## src/rtl/countdown_timer_core_pkg.sv

```systemverilog
// Shared types and constants for the MM:SS countdown timer core.
// Build option: define ALARM_BLINK_EN to make the alarm output flash at the tick rate.
package countdown_timer_core_pkg;

  typedef enum logic [1:0] {
    IDLE  = 2'd0,
    RUN   = 2'd1,
    PAUSE = 2'd2,
    ALARM = 2'd3
  } state_t;

  localparam int SEC_MAX = 59;
  localparam int BCD_W   = 8;

endpackage

```

## src/rtl/countdown_timer_core_if.sv

```systemverilog
// Control and display bundle between the timer core and the board-level logic.
interface countdown_timer_core_if;
  import countdown_timer_core_pkg::*;

  logic             tick_in;
  logic             load;
  logic [6:0]       load_min;
  logic [5:0]       load_sec;
  logic             start;
  logic             stop;
  logic [BCD_W-1:0] min_bcd;
  logic [BCD_W-1:0] sec_bcd;
  logic             running;
  logic             alarm;
  logic             done;

  modport master (
    output tick_in, load, load_min, load_sec, start, stop,
    input  min_bcd, sec_bcd, running, alarm, done
  );

  modport slave (
    input  tick_in, load, load_min, load_sec, start, stop,
    output min_bcd, sec_bcd, running, alarm, done
  );

endinterface

```

## src/rtl/countdown_timer_core_bin2bcd_99.sv

```systemverilog
// Combinational binary (0..99) to two-digit BCD converter: tens in [7:4], units in [3:0].
module bin2bcd_99
  import countdown_timer_core_pkg::*;
(
  input  logic [6:0]       bin,
  output logic [BCD_W-1:0] bcd
);

  logic [3:0] tens;
  logic [3:0] units;

  // Tens digit is the number of multiples of ten the value reaches.
  always_comb begin
    tens = 4'd0;
    for (int i = 1; i <= 9; i++) begin
      if (bin >= 7'(i * 10)) begin
        tens = 4'(i);
      end
    end
    units = 4'(bin - 7'd10 * {3'b000, tens});
  end

  assign bcd = {tens, units};

endmodule

```

## src/rtl/countdown_timer_core.sv

```systemverilog
// MM:SS countdown timer: recovers tick enables from the divided clock and runs the control FSM.
// Build option: ALARM_BLINK_EN makes alarm toggle on each tick while in ALARM.
module countdown_timer_core
  import countdown_timer_core_pkg::*;
#(
  parameter int SYNC_STAGES = 2,
  parameter int MAX_MIN     = 99
) (
  input logic                    clk,
  input logic                    reset,
  countdown_timer_core_if.slave  bus
);

  localparam logic [6:0] MAX_MIN_L = 7'(MAX_MIN);
  localparam logic [5:0] SEC_MAX_L = 6'(SEC_MAX);

  logic [SYNC_STAGES-1:0] sync_q, sync_d;
  logic                   prev_q, prev_d;
  state_t                 state_q, state_d;
  logic [6:0]             min_q, min_d;
  logic [5:0]             sec_q, sec_d;
  logic                   done_q, done_d;
  logic                   tick_pulse;
  logic [6:0]             load_min_c;
  logic [5:0]             load_sec_c;

  // Synchroniser plus rising-edge detect turns the slow square wave into one-cycle ticks.
  always_comb begin
    sync_d     = {sync_q[SYNC_STAGES-2:0], bus.tick_in};
    prev_d     = sync_q[SYNC_STAGES-1];
    tick_pulse = sync_q[SYNC_STAGES-1] & ~prev_q;
    load_min_c = (bus.load_min > MAX_MIN_L) ? MAX_MIN_L : bus.load_min;
    load_sec_c = (bus.load_sec > SEC_MAX_L) ? SEC_MAX_L : bus.load_sec;
  end

  // Event priority is load, then stop, then start, then tick.
  always_comb begin
    state_d = state_q;
    min_d   = min_q;
    sec_d   = sec_q;
    done_d  = 1'b0;
    if (bus.load) begin
      min_d   = load_min_c;
      sec_d   = load_sec_c;
      state_d = IDLE;
    end else begin
      case (state_q)
        IDLE: begin
          if (!bus.stop && bus.start && (min_q != 7'd0 || sec_q != 6'd0)) begin
            state_d = RUN;
          end
        end
        RUN: begin
          if (bus.stop) begin
            state_d = PAUSE;
          end else if (tick_pulse) begin
            if (sec_q != 6'd0) begin
              sec_d = sec_q - 6'd1;
            end else if (min_q != 7'd0) begin
              sec_d = SEC_MAX_L;
              min_d = min_q - 7'd1;
            end
            if (min_q == 7'd0 && sec_q == 6'd1) begin
              state_d = ALARM;
              done_d  = 1'b1;
            end
          end
        end
        PAUSE: begin
          if (!bus.stop && bus.start) begin
            state_d = RUN;
          end
        end
        ALARM: begin
          if (bus.stop) begin
            state_d = IDLE;
          end
        end
        default: state_d = IDLE;
      endcase
    end
  end

  always_ff @(posedge clk or posedge reset) begin
    if (reset) begin
      sync_q  <= '0;
      prev_q  <= 1'b0;
      state_q <= IDLE;
      min_q   <= 7'd0;
      sec_q   <= 6'd0;
      done_q  <= 1'b0;
    end else begin
      sync_q  <= sync_d;
      prev_q  <= prev_d;
      state_q <= state_d;
      min_q   <= min_d;
      sec_q   <= sec_d;
      done_q  <= done_d;
    end
  end

`ifdef ALARM_BLINK_EN
  logic blink_q, blink_d;

  // Blink starts lit on entry to ALARM and is dark whenever the FSM is elsewhere.
  always_comb begin
    blink_d = 1'b0;
    if (state_d == ALARM) begin
      if (state_q != ALARM) begin
        blink_d = 1'b1;
      end else if (tick_pulse) begin
        blink_d = ~blink_q;
      end else begin
        blink_d = blink_q;
      end
    end
  end

  always_ff @(posedge clk or posedge reset) begin
    if (reset) begin
      blink_q <= 1'b0;
    end else begin
      blink_q <= blink_d;
    end
  end

  assign bus.alarm = blink_q;
`else
  assign bus.alarm = (state_q == ALARM);
`endif

  assign bus.running = (state_q == RUN);
  assign bus.done    = done_q;

  bin2bcd_99 u_min_bcd (
    .bin (min_q),
    .bcd (bus.min_bcd)
  );

  bin2bcd_99 u_sec_bcd (
    .bin ({1'b0, sec_q}),
    .bcd (bus.sec_bcd)
  );

endmodule

```

## src/flat_wrapper.sv

```systemverilog
// flat-port wrapper written by rule: the top's interface ports become plain ports
module countdown_timer_core_flat import countdown_timer_core_pkg::*;
#(
  parameter int SYNC_STAGES = 2,
  parameter int MAX_MIN     = 99
)
  (clk, reset, bus_tick_in, bus_load, bus_load_min, bus_load_sec, bus_start, bus_stop, bus_min_bcd, bus_sec_bcd, bus_running, bus_alarm, bus_done);
  countdown_timer_core_if bus_i ();
  input logic clk;
  input logic reset;
  input wire logic [$bits(bus_i.tick_in)-1:0] bus_tick_in;
  input wire logic [$bits(bus_i.load)-1:0] bus_load;
  input wire logic [$bits(bus_i.load_min)-1:0] bus_load_min;
  input wire logic [$bits(bus_i.load_sec)-1:0] bus_load_sec;
  input wire logic [$bits(bus_i.start)-1:0] bus_start;
  input wire logic [$bits(bus_i.stop)-1:0] bus_stop;
  output wire logic [$bits(bus_i.min_bcd)-1:0] bus_min_bcd;
  output wire logic [$bits(bus_i.sec_bcd)-1:0] bus_sec_bcd;
  output wire logic [$bits(bus_i.running)-1:0] bus_running;
  output wire logic [$bits(bus_i.alarm)-1:0] bus_alarm;
  output wire logic [$bits(bus_i.done)-1:0] bus_done;
  assign bus_i.tick_in = bus_tick_in;
  assign bus_i.load = bus_load;
  assign bus_i.load_min = bus_load_min;
  assign bus_i.load_sec = bus_load_sec;
  assign bus_i.start = bus_start;
  assign bus_i.stop = bus_stop;
  assign bus_min_bcd = bus_i.min_bcd;
  assign bus_sec_bcd = bus_i.sec_bcd;
  assign bus_running = bus_i.running;
  assign bus_alarm = bus_i.alarm;
  assign bus_done = bus_i.done;
  countdown_timer_core #(.SYNC_STAGES(SYNC_STAGES), .MAX_MIN(MAX_MIN)) u_core (.clk(clk), .reset(reset), .bus(bus_i));
endmodule
```

## config.mk

```make
export PLATFORM = sky130hd
export DESIGN_NAME = countdown_timer_core_flat
export DESIGN_NICKNAME = d
export VERILOG_FILES = /design/src/rtl/countdown_timer_core_pkg.sv /design/src/rtl/countdown_timer_core_if.sv /design/src/rtl/countdown_timer_core_bin2bcd_99.sv /design/src/rtl/countdown_timer_core.sv /design/src/flat_wrapper.sv
export SDC_FILE = /design/constraint.sdc
export NUM_CORES = 1
export LEC_CHECK = 0
export CAP_MARGIN = 15
export CORE_MARGIN = 2
export CORE_UTILIZATION = 40
export DETAILED_ROUTE_END_ITERATION = 16
export GPL_TIMING_DRIVEN = 1
export PLACE_DENSITY = 0.67
export SETUP_SLACK_MARGIN = 0.05
export SYNTH_ARGS = -nofsm -noshare
export SYNTH_HDL_FRONTEND = slang
export SYNTH_SLANG_ARGS = --single-unit
```

## constraint.sdc

```tcl
create_clock -name clk -period 6.4 [get_ports clk]
set_clock_uncertainty 0.15 [all_clocks]
set_input_delay 1.28 -clock clk [delete_from_list [all_inputs] [get_ports clk]]
set_output_delay 1.28 -clock clk [all_outputs]
set_load 0.005 [all_outputs]
```

==> results of run 1 <==
==> final timing paths <==
check	start	to	slack, ns
max	u_core.min_q[4]$_DFFE_PP0P_	bus_min_bcd[3]	1.68
min	u_core.sync_q[0]$_DFF_PP0_	u_core.sync_q[1]$_DFF_PP0_	0.20
max reg2reg	u_core.min_q[1]$_DFFE_PP0P_	u_core.state_q[1]$_DFFE_PP0P_	3.46
max in group asynchronous	reset	u_core.bus.done$_DFF_PP0_	4.36
min in group asynchronous	reset	u_core.sec_q[3]$_DFFE_PP0P_	1.29
min reg2reg	u_core.sync_q[0]$_DFF_PP0_	u_core.sync_q[1]$_DFF_PP0_	0.20
==> state kept, by name, summed over array words and instances (netlist names) <==
signal           flops
u_core.state_q       2
u_core.sec_q         6
u_core.min_q         7
u_core.prev_q        1
u_core.bus.done      1
u_core.sync_q        2
==> routing by layer <==
metal	vias up	GRT usage (%)	share of wire [%]
met1	642	22.0	45
li1	688	-	-
met4	0	6.25	1.6
met3	5	3.08	5.5
met2	34	29.5	48
met5	-	0	0
==> cell type report <==
cell class                      instances  share of cell area (%)
Clock buffer                            3                    2.16
Clock inverter                          1                   0.262
Inverter                               16                    3.15
Multi-Input combinational cell        132                    47.5
Sequential cell                        19                    24.9
Tap cell                               48                    3.15
Timing Repair Buffer                   36                    18.9
==> cells in the mapped netlist, drive strengths merged (2+ instances only) <==
cell     n
nor3b    2
xnor2    6
nand3b   2
nand4    2
nor3     4
nor4     2
dfrtp   19
or4b     2
o32a     2
and2     2
buf      5
mux2     3
nand2b   3
nor2     7
o21ai   14
a21boi   2
nand2   17
inv     16
o22a     5
ha       6
a21oi    8
xor2     4
or3      2
o22ai    4
clkbuf   8
nand3    5
fa       2
nor2b    9
==> power by group through the flow <==
stage	logic, W	clock network, W	registers, W
final	0.000200	0.0000843	0.000158
after global routing	0.000222	0.0000919	0.000162
after floorplan	0.000119	0	0.000145
after global placement	0.000197	0	0.000159
after detailed placement	0.000202	0	0.000161
after CTS	0.000204	0.0000880	0.000158
==> stage by stage <==
stage / cell area, µm² / worst slack (ns)
2_1_floorplan: 1510 / 2.60
3_3_place_gp: 1860 / 2.09
3_5_place_dp: 1860 / 1.96
4_1_cts: 1910 / 1.65
5_1_grt: 1910 / 1.45
6_report: 1910 / 1.68
==> logic make-up after synthesis <==
| group | Yosys count | synth area share (%) |
|---|---|---|
| flops | 19 | 31.5 |
| fa+ha+maj | 8 | 7.62 |
| buf+inv | 29 | 8.53 |
| compound gates | 46 | 20.5 |
| other cells | 1 | 0.248 |
| xor+xnor | 10 | 5.79 |
| mux | 4 | 2.90 |
| simple gates | 63 | 22.9 |
==> out/metrics.yaml, run 1 <==
status: "completed"
dieWidth_um: 65.5
final_cell_mix: "clkdlybuf4s50_1 (36), dfrtp_1 (19), nand2_1 (17)"
grt_pass1_vias: 1266
hold_viol_final: 0
grt_pass1_wl_um: 5760
vias: 1369
netlist.area_leader.share_pct: 31.5
cts_buffer_depth: 2
drt-initial-drc-count: 73
via_per_inst: 5.37
pwr-share-comb_pct: 45.1
die_area_um2: 4290
worstMarginPinSlew_ns: 0.801
fin_cells: 255
clkTransAtPathRegs_ns: 0.07
setup_viol: 0
fillers: 370
slowest_delay_ns: 0.51
hold_depth: 0
start_util_pct: 41.6
antenna_found_initial: 0
synth_edf_count: 0
worstPathArrival_ns: 3.29
synthArstFlopShare_pct: 100
layout-drive-gt1-share_pct: 4.35
finalCritPeriodShare_pct: 73.8
clock-sinks: 19
dp.cells: 251
post_cts_resized: 0
syn-num-nets: 207
p_leak_nw: 0.764
ff_latch_area_um2: 475
wl_um: 3390
postCtsSetupBuffers: 0
drv_cap: 0
die_height_um: 65.5
critical_path.slowest_cell: "clkdlybuf4s50_1"
p_total_w: 0.000442
cp_max_fo: 7
first_pass_iters: 4
tns_ns: 0
vdd_drop_max_uv: 151
critPathTopFamily: "XOR/XNOR gates"
cp_data_required_time_ns: 4.97
core-area_um2: 3630
p_sw_w: 0.000147
place.port_buffers: 36
syn_area_um2: 1510
crit_buf_inv: 1
grt_start_max_net_pins: 24
routedWlPerCell_um: 13.3
relSlewSlack_pct: 46.5
track_usage_pct: 17.3
p_clk_share_pct: 19.1
antenna-diode-count: 0
dpl.hpwl_um: 2610
insertion_delay_ns: 0.26
critPathMostFrequentCell: "xnor2_1"
htreeDepth: 1
holdWs_ns: 0.203
numCtsBuffers: 3
seq_power_share_pct: 35.8
yosysTopAreaCell: "dfrtp_1"
cts-root-buf: "clkbuf_8"
syn_area_per_cell_um2: 8.40
p_sw_share_pct: 33.3
drc: 0
area_growth_pct: 26.3
rsz0062_at_grt: "no"
yosys_register_bits: 19
gp_congestion: 0.889
critPathLaunchType: "register"
rows: 22
worst_hold_path_type: "reg2reg"
netlist_instances: 180
slew_violations: 0
critPathCaptureType: "primary output"
multiInputGateArea_um2: 907
worstSetupPathDepth: 10
cts_tree: "done"
antenna_left: 0
period_needed_ns: 4.72
postCtsHoldBufs: 0
synthFlopType: "dfrtp_1"
final_util_pct: 52.5
ys_top_cells_by_area: "dfrtp_1 (31%), ha_1 (5.0%), o21ai_0 (4.6%)"
fmax_ghz: 0.212
p_per_area_nw_per_um2: 232
layout_commonest_cell: "clkdlybuf4s50_1"
seq_area_frac_synth_pct: 31.5
yosys_warnings: 0
grt-ovfl-total: 0
crit_chain: "nor2b_1 -> xnor2_1 -> o311a_1 -> o32a_1 -> ha_1 -> fa_1 -> xnor2_1 -> xnor2_1 -> xor2_1 -> clkdlybuf4s50_1"
critical_path_class: "reg2out"
layout.nets: 235
internal_power_w: 0.000295
io_pins: 38
synth.distinct_cells: 48
worst-r2r-cell-count: 7
Note: power is estimated with default switching activity, not from simulation.
==> run 2, diff against run 1 <==
Settings changed: PLACE_DENSITY 0.67 to 0.7.
Clock period 6.4 ns to 3.8 ns, I/O delays scaled along.
==> out/metrics.yaml, run 2 (same netlist as run 1, synthesis figures left out) <==
drv_cap: 0  # unchanged
start_util_pct: 41.6  # unchanged
clkTransAtPathRegs_ns: 0.07  # about the same
antenna_left: 0  # unchanged
slew_violations: 0  # unchanged
routedWlPerCell_um: 13.2  # was 13.3 µm
worstPathArrival_ns: 2.66  # was 3.29 ns
ff2ff_setup_slack_ns: 0.84  # was 3.46 ns
grt-ovfl-total: 0  # unchanged
largest_reg_flops: 7  # unchanged
worst-r2r-cell-count: 7  # unchanged
worstMarginPinSlew_ns: 0.734  # was 0.801 ns
grt_start_max_net_pins: 20  # was 24
layout.nets: 247  # was 235
cts-root-buf: "clkbuf_8"  # unchanged
grt_pass1_vias: 1378  # was 1,266
dpl.hpwl_um: 2610  # about the same
setup_ws_ns: 0.226  # was 1.68 ns
critical_path_class: "reg2out"  # unchanged
wl_um: 3530  # was 3390 µm
vdd_drop_max_uv: 210  # was 151 µV
grt_pass1_wl_um: 6220  # was 5760 µm
r2r_end: "u_core.state_q[1]$_DFFE_PP0P_"  # unchanged
period_needed_ns: 3.57
regMostFlops: "u_core.min_q"  # unchanged
hold_start: "u_core.sync_q[0]$_DFF_PP0_"  # unchanged
fmax_ghz: 0.280
fillers: 350  # was 370
io_pins: 38  # unchanged
area_growth_pct: 33.9  # was 26.3%
worst_hold_path_type: "reg2reg"  # unchanged
rows: 22  # unchanged
first_pass_iters: 4  # unchanged
p_per_area_nw_per_um2: 383  # was 232 nW/µm²
critPathCaptureType: "primary output"  # unchanged
layout_commonest_cell: "clkdlybuf4s50_1"  # unchanged
status: "completed"  # unchanged
vias: 1405  # was 1,369
insertion_delay_ns: 0.25  # was 0.26 ns
tns_ns: 0  # unchanged
rsz0062_at_grt: "no"  # unchanged
layout-drive-gt1-share_pct: 12.3  # was 4.35%
final_cell_mix: "clkdlybuf4s50_1 (34), nand2_1 (17), dfrtp_1 (17)"  # was clkdlybuf4s50_1 (36), dfrtp_1 (19), nand2_1 (17)
slowest_delay_ns: 0.52  # was 0.51 ns
die_height_um: 65.5  # unchanged
critPathMostFrequentCell: "inv_1"  # was xnor2_1
critPathLaunchType: "register"  # unchanged
gp_congestion: 0.821  # was 0.889
min_to: "u_core.sync_q[1]$_DFF_PP0_"  # unchanged
cp_max_fo: 5  # was 7
place.port_buffers: 36  # unchanged
cp_data_required_time_ns: 2.89  # was 4.97 ns
antenna-diode-count: 0  # unchanged
clock-sinks: 19  # unchanged
finalCritPeriodShare_pct: 94.1
antenna_found_initial: 0  # unchanged
cts_buffer_depth: 2  # unchanged
timing.rr.start: "u_core.min_q[1]$_DFFE_PP0P_"  # unchanged
dieWidth_um: 65.5  # unchanged
pre_cts_ws_ns: 0.00400  # was 1.96 ns
p_leak_nw: 0.839  # was 0.764 nW
reg_top3: "u_core.min_q x7, u_core.sec_q x6"  # unchanged
drt-initial-drc-count: 72  # was 73
track_usage_pct: 18.2  # was 17.3%
via_per_inst: 5.26  # was 5.37
die_area_um2: 4290  # unchanged
crit_chain: "inv_1 -> nor2_1 -> o311a_1 -> o32a_1 -> ha_1 -> fa_2 -> inv_1 -> clkdlybuf4s50_1"  # was nor2b_1 -> xnor2_1 -> o311a_1 -> o32a_1 -> ha_1 -> fa_1 -> xnor2_1 -> xnor2_1 -> xor2_1 -> clkdlybuf4s50_1
core-area_um2: 3630  # unchanged
critical_path.slowest_cell: "fa_2"  # was clkdlybuf4s50_1
hold_viol_final: 0  # unchanged
relSlewSlack_pct: 51.0  # was 46.5%
cts_tree: "done"  # unchanged
numCtsBuffers: 3  # unchanged
hold_depth: 0  # unchanged
htreeDepth: 1  # unchanged
drc: 0  # unchanged
holdWs_ns: 0.205  # was 0.203 ns
setup_viol: 0  # unchanged
[run 2: cell count changes in the layout (fill, tap and decap cells not counted), sizes merged]
cell,before,now
buf,0,12
clkbuf,3,5
clkdlybuf4s50,36,34
clkinv,1,0
dlymetal6s2s,0,1
[run 2: cell type report]
type	count	area [µm²]	area share [%]
Clock buffer	4	45.0	2.22
Inverter	16	60.1	2.97
Sequential cell	19	478	23.6
Tap cell	48	60.1	2.97
Multi-Input combinational cell	132	933	46.1
Timing Repair Buffer	48	448	22.1
[run 2: metal layers]
layer	global-route usage, %	vias to the layer above	wire length (µm)
met5	0	-	0
met4	2.34	0	12
met3	4.45	2	133
met2	30.4	30	1610
met1	24.6	668	1770
li1	-	705	-
[run 2: critical path: cells and delay by family (launching register included)]
kind	cells	cell delay, ns
compound gates	2	0.64
fa+ha+maj	2	0.73
buf+inv	3	0.55
flops	1	0.45
simple gates	1	0.06
[run 2: report_power, final]
group | total (W) | internal, W | switching [W]
logic | 0.000385 | 0.000221 | 0.000163
registers | 0.000249 | 0.000223 | 0.0000256
clock network | 0.000141 | 0.0000745 | 0.0000669
total | 0.000775 | 0.000519 | 0.000256
[run 2: worst max path at each step]
stage                           to                         from  cells after the start
floorplan           bus_min_bcd[3]  u_core.min_q[4]$_DFFE_PP0P_                      8
global placement    bus_min_bcd[3]  u_core.min_q[2]$_DFFE_PP0P_                     10
detailed placement  bus_min_bcd[3]  u_core.min_q[2]$_DFFE_PP0P_                     10
CTS                 bus_sec_bcd[3]  u_core.sec_q[5]$_DFFE_PP0P_                      8
global route        bus_min_bcd[3]  u_core.min_q[2]$_DFFE_PP0P_                     10
finish              bus_min_bcd[2]  u_core.min_q[2]$_DFFE_PP0P_                      8
[run 2: per-stage QoR]
stage	std cells	utilization [%]	instance area (µm²)	power (W)
6_report	267	55.7	2020	0.000775
5_1_grt	267	55.7	2020	0.000833
4_1_cts	266	55.0	2000	0.000771
3_5_place_dp	261	53.3	1940	0.000626
3_3_place_gp	261	53.3	1940	0.000622
2_1_floorplan	180	-	1510	0.000443
[run 2: repair_timing]
item | in CTS | in global routing
resized for setup | 4 | 8
setup buffers | 1 | 1
pin swaps | 1 | 0
hold buffers | 0 | 0
endpoints found under the setup margin | 2 | 3
